### config.mk
export PLATFORM = sky130hd
export DESIGN_NAME = rvfi_retire_queue
export DESIGN_NICKNAME = d
export VERILOG_FILES = /design/src/rtl/rvfi_pkg.sv /design/src/rtl/rvfi_retire_queue.sv
export SDC_FILE = /design/constraint.sdc
export NUM_CORES = 2
export LEC_CHECK = 0
export CORE_MARGIN = 3
export CORE_UTILIZATION = 40
export DETAILED_ROUTE_END_ITERATION = 8
export SLEW_MARGIN = 20
export SYNTH_ARGS = -nofsm -noshare
export SYNTH_HDL_FRONTEND = slang
export SYNTH_SLANG_ARGS = --single-unit
### constraint.sdc
create_clock -name clk -period 5.22 [get_ports clk]
set_input_delay 0.522 -clock clk [delete_from_list [all_inputs] [get_ports clk]]
set_output_delay 0.522 -clock clk [all_outputs]
set_load 0.1 [all_outputs]
### src/rtl/rvfi_pkg.sv
// rvfi_pkg: entry and retire-bundle types shared by the retire queue, tracer and scoreboard.
// Revision: 1.0
`default_nettype none

package rvfi_pkg;

  localparam int RVFI_XLEN = 32;

  typedef struct packed {
    logic                 valid;
    logic                 done;
    logic                 wait_wb;
    logic [31:0]          insn;
    logic [RVFI_XLEN-1:0] pc_rdata;
    logic [RVFI_XLEN-1:0] pc_wdata;
    logic [RVFI_XLEN-1:0] rd_wdata;
    logic [RVFI_XLEN-1:0] rs1_rdata;
    logic [RVFI_XLEN-1:0] rs2_rdata;
    logic [4:0]           rs1_addr;
    logic [4:0]           rs2_addr;
    logic [4:0]           rd_addr;
  } rvfi_entry_t;

  typedef struct packed {
    logic                 valid;
    logic [63:0]          order;
    logic [31:0]          insn;
    logic [RVFI_XLEN-1:0] pc_rdata;
    logic [RVFI_XLEN-1:0] pc_wdata;
    logic [RVFI_XLEN-1:0] rd_wdata;
    logic [RVFI_XLEN-1:0] rs1_rdata;
    logic [RVFI_XLEN-1:0] rs2_rdata;
    logic [4:0]           rs1_addr;
    logic [4:0]           rs2_addr;
    logic [4:0]           rd_addr;
  } rvfi_retire_t;

endpackage

`default_nettype wire

### src/rtl/rvfi_retire_queue.sv
// rvfi_retire_queue: in-order retirement tracker driving a registered RVFI port.
// Revision: 1.0
`default_nettype none

module rvfi_retire_queue
  import rvfi_pkg::*;
#(
  parameter int DEPTH = 8,
  parameter int XLEN  = 32,
  parameter int TAG_W = $clog2(DEPTH)
) (
  input  logic             clk,
  input  logic             reset_n,
  input  logic             alloc_valid,
  output logic             alloc_ready,
  output logic [TAG_W-1:0] alloc_tag,
  input  logic [31:0]      alloc_insn,
  input  logic [XLEN-1:0]  alloc_pc,
  input  logic [XLEN-1:0]  alloc_next_pc,
  input  logic [4:0]       alloc_rs1_addr,
  input  logic [4:0]       alloc_rs2_addr,
  input  logic [4:0]       alloc_rd_addr,
  input  logic [XLEN-1:0]  alloc_rs1_rdata,
  input  logic [XLEN-1:0]  alloc_rs2_rdata,
  input  logic             mem_cpl_valid,
  input  logic [TAG_W-1:0] mem_cpl_tag,
  input  logic [XLEN-1:0]  mem_cpl_data,
  input  logic             mem_cpl_is_load,
  input  logic             mem_cpl_redirect,
  input  logic [XLEN-1:0]  mem_cpl_target,
  input  logic             wb_cpl_valid,
  input  logic [TAG_W-1:0] wb_cpl_tag,
  input  logic [XLEN-1:0]  wb_cpl_data,
  output logic             rvfi_valid,
  output logic [63:0]      rvfi_order,
  output logic [31:0]      rvfi_insn,
  output logic [XLEN-1:0]  rvfi_pc_rdata,
  output logic [XLEN-1:0]  rvfi_pc_wdata,
  output logic [XLEN-1:0]  rvfi_rd_wdata,
  output logic [4:0]       rvfi_rs1_addr,
  output logic [4:0]       rvfi_rs2_addr,
  output logic [XLEN-1:0]  rvfi_rs1_rdata,
  output logic [XLEN-1:0]  rvfi_rs2_rdata,
  output logic [4:0]       rvfi_rd_addr,
  output logic [TAG_W:0]   occupancy,
  output logic             protocol_err
);

  localparam logic [TAG_W:0] C_DEPTH = (TAG_W+1)'(DEPTH);

  logic [TAG_W:0]   r_head, r_tail, w_occ, w_head_n, w_tail_n;
  logic [TAG_W-1:0] w_head_idx, w_tail_idx, w_redir_age, w_age;
  rvfi_entry_t      r_ent [DEPTH];
  rvfi_entry_t      w_ent [DEPTH];
  rvfi_entry_t      w_ret_ent;
  rvfi_retire_t     r_out;
  logic [63:0]      r_order;
  logic             r_err;
  logic             w_mem_hit, w_mem_ok, w_wb_ok, w_redirect, w_alloc, w_ret, w_err_set;

  assign w_head_idx  = r_head[TAG_W-1:0];
  assign w_tail_idx  = r_tail[TAG_W-1:0];
  assign w_occ       = r_tail - r_head;
  assign alloc_ready = (w_occ != C_DEPTH);
  assign alloc_tag   = w_tail_idx;
  assign occupancy   = w_occ;

  // A WB to the same tag takes priority; the MEM completion is then dropped silently.
  assign w_mem_hit   = mem_cpl_valid && !(wb_cpl_valid && (wb_cpl_tag == mem_cpl_tag));
  assign w_mem_ok    = w_mem_hit && r_ent[mem_cpl_tag].valid && !r_ent[mem_cpl_tag].done;
  assign w_wb_ok     = wb_cpl_valid && r_ent[wb_cpl_tag].valid && r_ent[wb_cpl_tag].wait_wb;
  assign w_redirect  = w_mem_ok && mem_cpl_redirect;
  assign w_redir_age = mem_cpl_tag - w_head_idx;
  assign w_alloc     = alloc_valid && alloc_ready && !w_redirect;
  assign w_err_set   = (w_mem_hit && !w_mem_ok) || (wb_cpl_valid && !w_wb_ok) ||
                       (alloc_valid && !alloc_ready && !w_redirect);

  always_comb begin
    w_age = '0;
    for (int i = 0; i < DEPTH; i++) begin
      w_ent[i] = r_ent[i];
    end
    if (w_alloc) begin
      w_ent[w_tail_idx].valid     = 1'b1;
      w_ent[w_tail_idx].done      = 1'b0;
      w_ent[w_tail_idx].wait_wb   = 1'b0;
      w_ent[w_tail_idx].insn      = alloc_insn;
      w_ent[w_tail_idx].pc_rdata  = alloc_pc;
      w_ent[w_tail_idx].pc_wdata  = alloc_next_pc;
      w_ent[w_tail_idx].rd_wdata  = '0;
      w_ent[w_tail_idx].rs1_rdata = alloc_rs1_rdata;
      w_ent[w_tail_idx].rs2_rdata = alloc_rs2_rdata;
      w_ent[w_tail_idx].rs1_addr  = alloc_rs1_addr;
      w_ent[w_tail_idx].rs2_addr  = alloc_rs2_addr;
      w_ent[w_tail_idx].rd_addr   = alloc_rd_addr;
    end
    if (w_mem_ok) begin
      if (mem_cpl_is_load) begin
        w_ent[mem_cpl_tag].wait_wb = 1'b1;
      end else begin
        w_ent[mem_cpl_tag].rd_wdata = mem_cpl_data;
        w_ent[mem_cpl_tag].done     = 1'b1;
      end
      if (mem_cpl_redirect) begin
        w_ent[mem_cpl_tag].pc_wdata = mem_cpl_target;
      end
    end
    if (w_wb_ok) begin
      w_ent[wb_cpl_tag].rd_wdata = wb_cpl_data;
      w_ent[wb_cpl_tag].done     = 1'b1;
      w_ent[wb_cpl_tag].wait_wb  = 1'b0;
    end
    // Squash by age relative to head so wrap-around is handled uniformly.
    if (w_redirect) begin
      for (int i = 0; i < DEPTH; i++) begin
        w_age = TAG_W'(i) - w_head_idx;
        if (w_age > w_redir_age) begin
          w_ent[i].valid   = 1'b0;
          w_ent[i].done    = 1'b0;
          w_ent[i].wait_wb = 1'b0;
        end
      end
    end
    w_ret_ent = w_ent[w_head_idx];
    w_ret     = w_ret_ent.valid && w_ret_ent.done;
    if (w_ret) begin
      w_ent[w_head_idx].valid   = 1'b0;
      w_ent[w_head_idx].done    = 1'b0;
      w_ent[w_head_idx].wait_wb = 1'b0;
    end
  end

  assign w_head_n = r_head + {{TAG_W{1'b0}}, w_ret};
  assign w_tail_n = w_redirect ? (r_head + {1'b0, w_redir_age} + {{TAG_W{1'b0}}, 1'b1})
                               : (r_tail + {{TAG_W{1'b0}}, w_alloc});

  always_ff @(posedge clk or negedge reset_n) begin
    if (!reset_n) begin
      r_head  <= '0;
      r_tail  <= '0;
      r_order <= '0;
      r_err   <= 1'b0;
      r_out   <= '0;
      for (int i = 0; i < DEPTH; i++) begin
        r_ent[i] <= '0;
      end
    end else begin
      r_head      <= w_head_n;
      r_tail      <= w_tail_n;
      r_err       <= r_err | w_err_set;
      r_out.valid <= w_ret;
      for (int i = 0; i < DEPTH; i++) begin
        r_ent[i] <= w_ent[i];
      end
      if (w_ret) begin
        r_order         <= r_order + 64'd1;
        r_out.order     <= r_order;
        r_out.insn      <= w_ret_ent.insn;
        r_out.pc_rdata  <= w_ret_ent.pc_rdata;
        r_out.pc_wdata  <= w_ret_ent.pc_wdata;
        r_out.rd_wdata  <= (w_ret_ent.rd_addr == 5'd0) ? '0 : w_ret_ent.rd_wdata;
        r_out.rs1_rdata <= w_ret_ent.rs1_rdata;
        r_out.rs2_rdata <= w_ret_ent.rs2_rdata;
        r_out.rs1_addr  <= w_ret_ent.rs1_addr;
        r_out.rs2_addr  <= w_ret_ent.rs2_addr;
        r_out.rd_addr   <= w_ret_ent.rd_addr;
      end
    end
  end

  assign rvfi_valid     = r_out.valid;
  assign rvfi_order     = r_out.order;
  assign rvfi_insn      = r_out.insn;
  assign rvfi_pc_rdata  = r_out.pc_rdata;
  assign rvfi_pc_wdata  = r_out.pc_wdata;
  assign rvfi_rd_wdata  = r_out.rd_wdata;
  assign rvfi_rs1_addr  = r_out.rs1_addr;
  assign rvfi_rs2_addr  = r_out.rs2_addr;
  assign rvfi_rs1_rdata = r_out.rs1_rdata;
  assign rvfi_rs2_rdata = r_out.rs2_rdata;
  assign rvfi_rd_addr   = r_out.rd_addr;
  assign protocol_err   = r_err;

endmodule

`default_nettype wire

==> reports/results.md <==
### Placement
* **Buffers on Ports** 564
* **HPWL Detailed** 193 mm
* **Routability Congestion** 0.923
* **pre-CTS worst setup slack** 0.155 ns

### Floorplanning
* **num rows** 178
* **floorplan die area** 244,000 um^2
* **number of I/O pins** 565
* **core box area** 236,000 um^2
* **Die Wd** 493 um
* **Die Span Y** 493 um
* **initial core utilization** 40.3%

### Pwr
* **PD cells** 696 nW/um^2
* **leakage power** 52.9 nW
* **worst ir drop on vdd** 0.753 mV

### Critical path
* **critical path required time** 5.96 ns
* **Worst Setup Path Type** flip-flop to flip-flop
* **crit end category** flip-flop
* **critical path arrival** 5.63 ns
* **crit-path max FO** 32
* **CP startpoint kind** flip-flop

### Final layout
* **proportion of layout cells with a drive suffix above 1** 11.9%
* **number of fill cells in the layout** 21,600
* **most common library cell in the layout ignoring fill and taps** sky130_fd_sc_hd__nand2_1
* **P&R area growth vs syn** 16.8%
* **post-layout net count** 10,300
* **commonest cells after routing, fill and taps aside** sky130_fd_sc_hd__nand2_1, sky130_fd_sc_hd__dfrtp_1, sky130_fd_sc_hd__clkdlybuf4s50_1, sky130_fd_sc_hd__o21ai_0, sky130_fd_sc_hd__nor2_1

### Logic synthesis
* **cell type contributing the most total cell area after synthesis** sky130_fd_sc_hd__dfrtp_1
* **count of unique library cells instantiated by Yosys** 87
* **yosys warns** 0
* **Synth area leaders** sky130_fd_sc_hd__dfrtp_1, sky130_fd_sc_hd__nand2_1, sky130_fd_sc_hd__mux4_2, sky130_fd_sc_hd__mux2i_1, sky130_fd_sc_hd__clkbuf_1
* **fraction of the yosys area taken by sequential cells** 53.3%
* **post-synth design cell area** 95,100 um^2
* **synthesis-stage register bit count** 2,025
* **cell count after synthesis** 9,926
* **EDFF count, synth** 0
* **synthesized netlist net count** 10,200
* **FFs w/ async S/R, synth** 100%
* **mean instance size in the synthesized netlist** 9.58 um^2
* **main flop type after synthesis** sky130_fd_sc_hd__dfrtp_1
* **area share of the leading cell type in the synthesized netlist** 53.3%

### Flow run
* **max-capacitance violation count** 0

### Routing
* **sum of routed wire length over all layers** 329 mm
* **residual antenna-violating net count after detailed routing** 0
* **routed len/inst** 24.6 um
* **number of DRC violations after detailed routing** 0
* **via/cell ratio** 5.72
* **violation count after the first detailed-route iteration** 7,819
* **vias** 76,400
* **DR pass1 iterations** 7

### GRT
* **vias in the first global route** 77,800
* **maximum number of pins on one net before global-route repair** 166
* **first-pass GRT wire length** 495 mm
* **antenna violations before repair** 62
* **global-route total usage across every layer** 26.5%
* **residual overflow from global routing** 0

### STA
* **crit path setup slack, layout** 0.327 ns
* **worst slew pin tran** 1.18 ns
* **minimum period implied by the final worst setup slack** 4.89 ns
* **Setup Skew** 0.115 ns
* **Final Hold Viols** 0
* **relative max-transition margin** 21.2%
* **total of endpoints with negative setup slack in the final report** 0
* **sum of negative setup slack** 0 ns
* **setup repair after global routing missed its margin** false
* **final period utilization** 93.7%
* **highest clock rate** 204 MHz
* **fin. max-slew vios** 0

### Clock network
* **Clk Latency, worst-skew pair** 0.91 ns
* **CTS root buffer** sky130_fd_sc_hd__clkbuf_16
* **clk buf depth** 3
* **sink count of the clock tree** 2,025
* **Clock H-tree levels** 4
* **number of buffers inserted to repair setup after CTS** 0
* **number of clock buffers inserted by TritonCTS** 216
* **CTS tree** built
* **Clk pin slew, worst setup/hold paths** 0.06 ns

### Status
* **run status** finished clean

### Min path
* **path type of the worst min-delay path** input port to async pin

-- area by class of cell --
cell class | instances | area, um^2 | area share [%]
Multi-Input combinational cell | 6909 | 40500 | 36.5
Timing Repair Buffer | 805 | 8220 | 7.40
Sequential cell | 2025 | 50700 | 45.6
Inverter | 36 | 161 | 0.145
Antenna cell | 42 | 105 | 0.0946
Tap cell | 3150 | 3940 | 3.55
Clock buffer | 327 | 6420 | 5.78
Clock inverter | 69 | 1030 | 0.925
-- worst paths after layout --
check                      slack (ns)  cells past startpoint                             to                  start
max in group asynchronous        3.34                      3           r_ent[932]$_DFF_PN0_                reset_n
min                              0.34                      2          r_ent[1616]$_DFF_PN0_                reset_n
min in group clk                 0.39                      3           r_ent[162]$_DFF_PN0_           alloc_pc[19]
max reg2reg                      0.33                     16  rvfi_rd_wdata[25]$_DFFE_PN0N_    r_head[0]$_DFF_PN0_
max                              0.33                     16  rvfi_rd_wdata[25]$_DFFE_PN0N_    r_head[0]$_DFF_PN0_
min reg2reg                      0.47                      2          r_ent[1548]$_DFF_PN0_  r_ent[1548]$_DFF_PN0_
-- critical path: stages, from the launching register on --
cell and delay (ns):
sky130_fd_sc_hd__dfrtp_4 0.49, sky130_fd_sc_hd__ha_1 0.19, sky130_fd_sc_hd__inv_1 0.08, sky130_fd_sc_hd__fa_2 0.44, sky130_fd_sc_hd__nor3_1 0.28, sky130_fd_sc_hd__and3_1 0.29
sky130_fd_sc_hd__clkinv_2 0.33, sky130_fd_sc_hd__buf_4 0.29, sky130_fd_sc_hd__o211ai_4 0.28, sky130_fd_sc_hd__mux2_2 0.42, sky130_fd_sc_hd__mux4_2 0.46, sky130_fd_sc_hd__mux2i_1 0.15
sky130_fd_sc_hd__buf_4 0.17, sky130_fd_sc_hd__nand2_1 0.13, sky130_fd_sc_hd__nor4_4 0.29, sky130_fd_sc_hd__buf_12 0.30, sky130_fd_sc_hd__a21oi_1 0.07
-- repair_timing --
action,4_1_cts,5_1_grt
hold endpoints to repair,79,0
resized for setup,0,1
endpoints found under the setup margin,0,2
hold buffers,1,0
-- metrics by stage --
stage	util (%)	std cells	instance area (um^2)	power [mW]	hold WS [ns]
final	47.1	13400	111000	77.3	0.340
after global routing	47.1	13300	111000	81.5	0.352
after CTS	47.0	13300	111000	77.3	0.292
after detailed placement	43.9	12900	103000	61.1	0.454
after global placement	43.9	12900	103000	60.1	0.448
after floorplan	-	9926	95100	50.1	0.226
-- state kept, by name, indices dropped and copies added, names as in the netlist --
signal and cells:
rvfi_rs2_rdata 32, rvfi_valid 1, rvfi_rd_addr 5, rvfi_insn 32, rvfi_pc_wdata 32, rvfi_rs1_addr 5, rvfi_pc_rdata 32, r_ent 1680
rvfi_rd_wdata 32, rvfi_rs1_rdata 32, r_tail 4, protocol_err 1, rvfi_rs2_addr 5, r_order 64, rvfi_order 64, r_head 4
-- cells in the mapped netlist (all sizes together), types with 8 or more instances --
cell type	number
a211oi	14
o21ai	421
a22oi	55
or4	23
xor2	33
a21o	25
nand4	54
inv	35
nor4	20
nand2b	39
mux2i	322
nor2	410
a31oi	161
mux2	220
and4	8
o32a	9
o311ai	15
o22a	31
buf	237
ha	32
nand2	3867
and2	18
o22ai	15
a21oi	221
o31ai	8
nor3	32
and3	88
o221ai	8
o2bb2ai	18
xnor2	48
nor2b	14
dfrtp	2025
mux4	305
a31o	8
o32ai	46
a221oi	48
clkbuf	719
a2bb2oi	11
nand3	168
o211ai	20
-- metal layers --
layer  wire length [um]  GRT usage, %  part of all wire [%]
met3              28300          5.93                   8.6
met4              10800          9.52                   3.3
met2             150000          40.9                    46
met1             139000          36.6                    42
met5                247             0                 0.075
-- cell families after synthesis --
logic type      Yosys count  synth area share [%]
flops                  2025                  53.3
mux                     847                  13.3
xor+xnor                 81                 0.746
buf+inv                 992                  4.26
compound gates         1187                  8.01
simple gates           4759                  19.9
fa+ha+maj                35                 0.484
-- report_power, final --
part | switching (mW) | internal [mW] | leakage [nW]
registers | 2.50 | 22.4 | 25.8
logic | 23.6 | 12.8 | 23.5
clock network | 6.74 | 9.27 | 3.65
total | 32.8 | 44.5 | 52.9
No activity file was read; power rests on OpenSTA's default activity.
